### config.mk
export PLATFORM = sky130hd
export DESIGN_NAME = ysyx_24090013_pcgen
export DESIGN_NICKNAME = d
export VERILOG_FILES = /design/src/rtl/ysyx_24090013_pkg.sv /design/src/rtl/ysyx_24090013_Reg.sv /design/src/rtl/ysyx_24090013_pcgen.sv
export SDC_FILE = /design/constraint.sdc
export NUM_CORES = 1
export LEC_CHECK = 0
export BUFFER_PORTS_ARGS = -buffer_cell sky130_fd_sc_hd__buf_2
export CORE_ASPECT_RATIO = 1.75
export CORE_MARGIN = 2
export CORE_UTILIZATION = 46
export DETAILED_ROUTE_END_ITERATION = 10
export PLACE_DENSITY = 0.79
export SYNTH_ARGS = -nofsm -noshare
export SYNTH_HDL_FRONTEND = slang
export SYNTH_HIERARCHICAL = 1
export SYNTH_SLANG_ARGS = --single-unit
### constraint.sdc
create_clock -name clk -period 5.5 [get_ports clk]
set_input_delay 0.825 -clock clk [delete_from_list [all_inputs] [get_ports clk]]
set_output_delay 0.825 -clock clk [all_outputs]
set_load 0.05 [all_outputs]
### src/rtl/ysyx_24090013_pkg.sv
// Shared definitions for the NPC fetch front end: PC generator FSM encoding
// and the default reset vector.
package ysyx_24090013_pkg;

    typedef enum logic [1:0] {
        BOOT = 2'd0,
        RUN  = 2'd1,
        HALT = 2'd2
    } pcgen_state_t;

    localparam logic [31:0] RESET_VEC_DEFAULT = 32'h8000_0000;

endpackage

### src/rtl/ysyx_24090013_Reg.sv
// Generic register with synchronous active-high reset and write enable.
module ysyx_24090013_Reg #(
    parameter int unsigned       WIDTH     = 1,
    parameter logic [WIDTH-1:0] RESET_VAL = '0
) (
    input  logic             clk,
    input  logic             rst,
    input  logic             wen,
    input  logic [WIDTH-1:0] din,
    output logic [WIDTH-1:0] dout
);

    // Reset has priority over any write.
    always_ff @(posedge clk) begin
        if (rst) begin
            dout <= RESET_VAL;
        end else if (wen) begin
            dout <= din;
        end
    end

endmodule

### src/rtl/ysyx_24090013_pcgen.sv
// Program-counter generator for the fetch front end. Holds the architectural
// PC, presents it to the IFU over valid/ready, steps by INST_BYTES per accepted
// request and follows trap/mret and branch redirects (trap wins). Freezes on
// ebreak until reset.
//
// Build option: YSYX_24090013_PC_ALIGN_CHECK_EN
//   defined   - misaligned redirect targets are rejected and reported on
//               misalign/misalign_pc for one cycle; the PC holds.
//   undefined - low target bits are cleared and the redirect is taken;
//               misalign/misalign_pc are tied to 0.
module ysyx_24090013_pcgen
    import ysyx_24090013_pkg::*;
#(
    parameter int unsigned      XLEN       = 32,
    parameter logic [XLEN-1:0] RESET_VEC  = XLEN'(RESET_VEC_DEFAULT),
    parameter int unsigned      INST_BYTES = 4
) (
    input  logic            clk,
    input  logic            rst,
    input  logic            halt,
    input  logic            trap_valid,
    input  logic [XLEN-1:0] trap_pc,
    input  logic            br_valid,
    input  logic [XLEN-1:0] br_pc,
    input  logic            req_ready,
    output logic            req_valid,
    output logic [XLEN-1:0] req_pc,
    output logic            halted,
    output logic            misalign,
    output logic [XLEN-1:0] misalign_pc
);

    localparam logic [XLEN-1:0] ALIGN_MASK = XLEN'(INST_BYTES - 1);
    localparam logic [XLEN-1:0] PC_STEP    = XLEN'(INST_BYTES);

    logic            reset_hi;
    pcgen_state_t    state_q, state_d;
    logic [1:0]      state_raw;
    logic [XLEN-1:0] pc_q, pc_d;
    logic            redir_valid;
    logic [XLEN-1:0] redir_pc;

`ifdef YSYX_24090013_PC_ALIGN_CHECK_EN
    logic            mis_q, mis_d;
    logic [XLEN-1:0] mis_pc_q, mis_pc_d;
`endif

    assign reset_hi = ~rst;
    assign state_q  = pcgen_state_t'(state_raw);

    ysyx_24090013_Reg #(
        .WIDTH     (2),
        .RESET_VAL (BOOT)
    ) u_state_reg (
        .clk  (clk),
        .rst  (reset_hi),
        .wen  (1'b1),
        .din  (state_d),
        .dout (state_raw)
    );

    ysyx_24090013_Reg #(
        .WIDTH     (XLEN),
        .RESET_VAL (RESET_VEC)
    ) u_pc_reg (
        .clk  (clk),
        .rst  (reset_hi),
        .wen  (1'b1),
        .din  (pc_d),
        .dout (pc_q)
    );

`ifdef YSYX_24090013_PC_ALIGN_CHECK_EN
    ysyx_24090013_Reg #(
        .WIDTH     (1),
        .RESET_VAL (1'b0)
    ) u_mis_reg (
        .clk  (clk),
        .rst  (reset_hi),
        .wen  (1'b1),
        .din  (mis_d),
        .dout (mis_q)
    );

    ysyx_24090013_Reg #(
        .WIDTH     (XLEN),
        .RESET_VAL ('0)
    ) u_mis_pc_reg (
        .clk  (clk),
        .rst  (reset_hi),
        .wen  (1'b1),
        .din  (mis_pc_d),
        .dout (mis_pc_q)
    );
`endif

    // Winning redirect: trap/mret over branch; a losing branch is never examined.
    always_comb begin
        redir_valid = 1'b0;
        redir_pc    = '0;
        if (trap_valid) begin
            redir_valid = 1'b1;
            redir_pc    = trap_pc;
        end else if (br_valid) begin
            redir_valid = 1'b1;
            redir_pc    = br_pc;
        end
    end

    // FSM next state and next PC selection.
    always_comb begin
        state_d = state_q;
        pc_d    = pc_q;
`ifdef YSYX_24090013_PC_ALIGN_CHECK_EN
        mis_d    = 1'b0;
        mis_pc_d = mis_pc_q;
`endif
        unique case (state_q)
            BOOT: begin
                // One idle cycle; redirects are ignored here.
                state_d = RUN;
            end
            RUN: begin
                if (halt) begin
                    // Halt discards same-cycle redirects and increment.
                    state_d = HALT;
                end else if (redir_valid) begin
`ifdef YSYX_24090013_PC_ALIGN_CHECK_EN
                    if ((redir_pc & ALIGN_MASK) != '0) begin
                        mis_d    = 1'b1;
                        mis_pc_d = redir_pc;
                    end else begin
                        pc_d = redir_pc;
                    end
`else
                    pc_d = redir_pc & ~ALIGN_MASK;
`endif
                end else if (req_ready) begin
                    // req_valid is 1 throughout RUN, so ready alone is the handshake.
                    pc_d = pc_q + PC_STEP;
                end
            end
            HALT: begin
                state_d = HALT;
            end
            default: begin
                state_d = BOOT;
            end
        endcase
    end

    // Outputs decode registered state only.
    always_comb begin
        req_valid = (state_q == RUN);
        halted    = (state_q == HALT);
        req_pc    = pc_q;
`ifdef YSYX_24090013_PC_ALIGN_CHECK_EN
        misalign    = mis_q;
        misalign_pc = mis_pc_q;
`else
        misalign    = 1'b0;
        misalign_pc = '0;
`endif
    end

endmodule

==> out/qor.yml, run 1 <==
status:
  status: "finished, final reports clean"
sta:
  fin_tns_setup_ns: 0
  period_needed_ns: 2.66
  fin_skew_ns: 0.00382
  fmax_mhz: 376
  rsz0062_at_grt: "false"
  hold_viol: 0
  setup_viol: 0
  finalCritPeriodShare: 0.484
  maxSlewViolCount: 0
  relSlewSlack: 0.224
  worst_slew_pin_slew_ns: 1.16
clock_network:
  cts_setup_buffers: 0
  cts_resized: 0
  h-tree-depth: 2
  cts.path.max_buffers: 2
  cts_tree: "built"
  clk_latency_ns: 0.27
  clock-sinks: 34
  numCtsBuffers: 5
  cts_hold_buf: 0
  cts_root_buf: "clkbuf_16"
  clk_pin_slew_worst_paths_ns: 0.05
worst_setup_path:
  cp_data_required_time_ns: 5.61
  crit_path_end_kind: "register"
  worstSetupStartpointType: "primary input"
  path_class: "primary input to register"
  startpoint: "trap_valid"
  crit_fanout: 28
  setup.worst_path.end: "u_pc_reg/dout[16]"
  rr_worst_depth: 6
  arrival_ns: 2.77
  rrSetupSlack_ns: 2.98
  r2r_start: "u_state_reg/dout[0]"
  reg2reg_to: "u_pc_reg/dout[26]"
global_routing:
  track_usage: 0.237
  grt_overflow_total: 0
  antenna_found_initial: 0
  grt_pass1_vias: 3077
  grt_pass1_wl_mm: 13.9
  grt_max_degree: 38
route:
  route.detailed.drc: 0
  vias_per_cell: 5.79
  wl_mm: 8.63
  drtAntennaViolNets: 0
  detail_route.wl_per_cell_um: 15.5
  dr.pass1.iters: 5
  drt_iter0_markers: 216
  vias: 3222
floorplanning:
  start_util: 0.468
  core-area_mm2: 0.00644
  die_w_um: 65.2
  io_pins: 137
  fp.dieH_um: 111
  num_rows: 39
  dieArea_mm2: 0.00724
layout:
  antenna_cells: 0
  final_nets: 546
  design_area_mm2: 0.00346
  syn_to_final_growth_pct: 14.8
  drive_above_1_share: 0.262
min_path:
  min_path_type: "register to register"
  min_from: "u_state_reg/dout[1]"
synth:
  synth.area.top_cells: "dfxtp_1 (23%), mux2i_1 (12%), buf_4 (8.2%)"
  synth-warning-count: 6
  ys_types: 58
  synthTopCellsByCount: "nor2_1 (57), a21oi_1 (41), mux2i_1 (37)"
  synth_top_cell_area_share: 0.226
  ys_ff_latch: 34
  synth_edf_count: 0
  synth_top_cell_by_area: "dfxtp_1"
  postSynthAreaPerCell_um2: 7.67
  synth_flop_cell: "dfxtp_1"
  synth_area_mm2: 0.00301
  async_flop_share: 0
  yosysSeqAreaShare: 0.226
  synthCells: 393
  synth_most_common_cell: "nor2_1"
pwr:
  leakagePower_uw: 0.00164
  peakVddDrop_v: 0.000142
  power.density_mw_per_mm2: 220
placement:
  placed_cell_area_mm2: 0.00332
  place.detailed.hpwl_mm: 6.03
  globalplace.congestion: 0.885
  portBuffers: 99
job:
  maxCapViolCount: 0
## cell families after synthesis
kind of cell / count (synthesis) / synth area share
simple gates: 130 / 0.235
compound gates: 122 / 0.257
mux: 37 / 0.123
fa+ha+maj: 1 / 0.00415
other cells: 2 / 0.00249
buf+inv: 67 / 0.154
flops: 34 / 0.226
## through the flow
| step | utilization | std cells | hold slack (ns) | setup WS (ns) | total power, uW |
|---|---|---|---|---|---|
| final | 0.537 | 556 | 0.680 | 2.84 | 762 |
| after global routing | 0.537 | 556 | 0.718 | 2.61 | 796 |
| after CTS | 0.537 | 556 | 0.668 | 2.84 | 763 |
| after detailed placement | 0.516 | 550 | 0.661 | 2.57 | 494 |
| after global placement | 0.516 | 550 | 0.597 | 2.58 | 489 |
| after floorplan | - | 427 | 0.577 | 3.15 | 467 |
## critical path, stage by stage
cell	delay, ns
buf_2	0.44
clkinv_1	0.65
o22ai_1	0.34
a31oi_1	0.07
o22a_1	0.21
mux2i_1	0.17
nor2_1	0.06
## power breakdown
group	switching, uW	total, uW	internal [uW]
logic	157	221	64.5
registers	14.9	271	256
clock network	95.0	270	175
## placed cells by master, fill, tap and decap left out, drive strengths merged, types with 3 or more instances in the layout
cell / Yosys / layout
buf: 38 / 101
nor2: 57 / 57
a21oi: 41 / 41
mux2i: 37 / 37
conb: 2 / 36
dfxtp: 34 / 34
o21ai: 24 / 24
nand2: 18 / 18
o22ai: 9 / 9
a31oi: 8 / 8
nand3: 8 / 8
nand2b: 7 / 7
nor2b: 7 / 7
nand4: 7 / 7
inv: 6 / 6
clkbuf: 22 / 6
and3: 6 / 6
nor3: 5 / 5
a22o: 5 / 5
o311ai: 5 / 5
o22a: 4 / 4
a211oi: 4 / 4
a22oi: 3 / 3
or3: 3 / 3
and4: 3 / 3
## layout make-up
| class | instances | area, um2 |
|---|---|---|
| repair buffers | 101 | 510 |
| flip-flops and latches | 34 | 681 |
| fillers | 639 | 2980 |
| well taps | 82 | 103 |
| multi-input cells | 326 | 2000 |
| clock buffers | 6 | 139 |
| inverters | 7 | 26.3 |
## state kept, by name, summed over array words and instances, names as in the netlist
| name | flops |
|---|---|
| u_pc_reg/dout | 32 |
| u_state_reg/dout | 2 |
## routing by layer
| metal | track usage | wire length, um |
|---|---|---|
| met4 | 0.113 | 219 |
| met1 | 0.264 | 3180 |
| met2 | 0.431 | 4590 |
| met3 | 0.0244 | 637 |
| met5 | 0 | 0 |
## how the worst min path moves through the flow
stage,to,slack (ns),cells past startpoint
floorplan,u_state_reg/dout[0],0.58,3
global placement,u_state_reg/dout[0],0.60,3
detailed placement,u_state_reg/dout[0],0.66,3
CTS,u_state_reg/dout[0],0.67,3
global route,u_pc_reg/dout[1],0.72,3
finish,u_state_reg/dout[0],0.68,3
No activity file was read; power rests on OpenSTA's default activity.
==> run 2, diff against run 1 <==
==> constraint.sdc (replaced) <==
create_clock -name clk -period 2.8 [get_ports clk]
set_input_delay 0.42 -clock clk [delete_from_list [all_inputs] [get_ports clk]]
set_output_delay 0.42 -clock clk [all_outputs]
set_load 0.05 [all_outputs]
==> out/qor.yml, run 2 (same netlist as run 1, synthesis figures left out) <==
layout:
  largestRegisters: "u_pc_reg/dout (32), u_state_reg/dout (2)"
  mostFrequentLayoutCells: "buf_2 (99), nor2_1 (57), a21oi_1 (41), mux2i_1 (37), conb_1 (36)"
  top_register: "u_pc_reg/dout"
  final_nets: 552
  drive_above_1_share: 0.272
  syn_to_final_growth_pct: 16.6
  design_area_mm2: 0.00351
  largest_register_ff_count: 32
  antenna_cells: 0
  final_common_cell: "buf_2"
status:
  status: "finished, final reports clean"
clock_network:
  cts_root_buf: "clkbuf_16"
  cts_tree: "built"
  cts.path.max_buffers: 2
  numCtsBuffers: 5
  clk_pin_slew_worst_paths_ns: 0.06
  cts_resized: 0
  cts_setup_buffers: 0
  h-tree-depth: 2
  clk_latency_ns: 0.28
  clock-sinks: 34
  cts_hold_buf: 0
route:
  route.met2.wl_mm: 4.82
  detail_route.wl_per_cell_um: 15.6
  wl_mm: 8.82
  vias_per_cell: 5.74
  vias: 3235
  drtAntennaViolNets: 0
  dr_wl_met3_um: 507
  dr.max_layer_used: "met4"
  dr.pass1.iters: 5
  route.detailed.drc: 0
  drt_iter0_markers: 299
  met1_length_mm: 3.33
sta:
  fmax_mhz: 422
  setup_slack_ns: 0.432
  hold_viol: 0
  relSlewSlack: 0.601
  rsz0062_at_grt: "false"
  period_needed_ns: 2.37
  worst_slew_pin_slew_ns: 0.594
  finalCritPeriodShare: 0.846
  fin_skew_ns: 0.00544
  setup_viol: 0
  maxSlewViolCount: 0
  fin_tns_setup_ns: 0
placement:
  placed_cell_area_mm2: 0.00337
  globalplace.congestion: 0.893
  pre_cts_ws_ns: 0.558
  portBuffers: 99
  place.detailed.hpwl_mm: 6.16
global_routing:
  grt_pass1_vias: 3139
  grt_max_degree: 38
  grt_pass1_wl_mm: 14.2
  track_usage: 0.244
  grt_overflow_total: 0
  antenna_found_initial: 0
min_path:
  min_from: "br_pc[21]"
  min_path_type: "primary input to register"
  holdPathStages: 5
  hold_end: "u_pc_reg/dout[21]"
worst_setup_path:
  worstSetupStartpointType: "register"
  crit_path_end_kind: "register"
  arrival_ns: 2.58
  path_class: "register to register"
  reg2reg_to: "u_pc_reg/dout[22]"
  cp_data_required_time_ns: 3.02
  rr_worst_depth: 8
  rrSetupSlack_ns: 0.43
  crit_fanout: 9
  r2r_start: "u_pc_reg/dout[2]"
floorplanning:
  die_w_um: 65.2
  dieArea_mm2: 0.00724
  fp.dieH_um: 111
  io_pins: 137
  num_rows: 39
  core-area_mm2: 0.00644
  start_util: 0.468
pwr:
  peakVddDrop_v: 0.000264
  leakagePower_uw: 0.00167
  power.density_mw_per_mm2: 436
job:
  maxCapViolCount: 0
[run 2: cell types whose count changed in the layout (fill, tap and decap cells not counted), sizes merged]
cell	change
buf	+6
clkbuf	+1
clkinv	+1
[run 2: worst max-delay path: stages (launching register included)]
cell and delay (ns):
dfxtp_1 0.43, ha_1 0.24, nand3_2 0.22, nor4_4 0.51, nand2_1 0.19, o31ai_1 0.30
a22o_1 0.20, mux2i_1 0.10, nor2_1 0.11
[run 2: power by group]
group          leakage, uW  internal (uW)  switching (uW)  total, uW
Sequential        0.000276            502            29.3        532
Clock            0.0000739            353             204        556
Combinational      0.00132            132             311        443
Total              0.00167            987             544       1530
[run 2: cell type report]
cell class	instances	area, um2
fillers	645	2930
multi-input cells	326	2000
flip-flops and latches	34	681
repair buffers	107	556
clock buffers	7	143
well taps	82	103
inverters	7	26.3
clock inverters	1	5.00
[run 2: worst max path at each step]
stage / cells after the start / slack, ns / startpoint / end
global placement: 7 / 0.62 / req_ready / u_pc_reg/dout[31]
global route: 8 / 0.25 / u_pc_reg/dout[2] / u_pc_reg/dout[22]
CTS: 8 / 0.49 / u_pc_reg/dout[2] / u_pc_reg/dout[22]
detailed placement: 8 / 0.56 / u_pc_reg/dout[2] / u_pc_reg/dout[22]
finish: 8 / 0.43 / u_pc_reg/dout[2] / u_pc_reg/dout[22]
floorplan: 8 / 0.45 / u_state_reg/dout[0] / u_pc_reg/dout[21]
[run 2: layer usage]
| layer | track usage | vias up |
|---|---|---|
| met1 | 0.261 | 1537 |
| met2 | 0.454 | 144 |
| met5 | 0 | - |
| met4 | 0.110 | 0 |
| met3 | 0.0335 | 15 |
| li1 | - | 1539 |
[run 2: per-stage QoR]
stage           util  total power, uW  std cells  hold slack (ns)
3_5_place_dp   0.523              976        556            0.645
2_1_floorplan      -              918        427            0.577
3_3_place_gp   0.523              967        556            0.596
6_report       0.545             1530        564            0.573
5_1_grt        0.545             1600        564            0.578
4_1_cts        0.545             1530        564            0.573
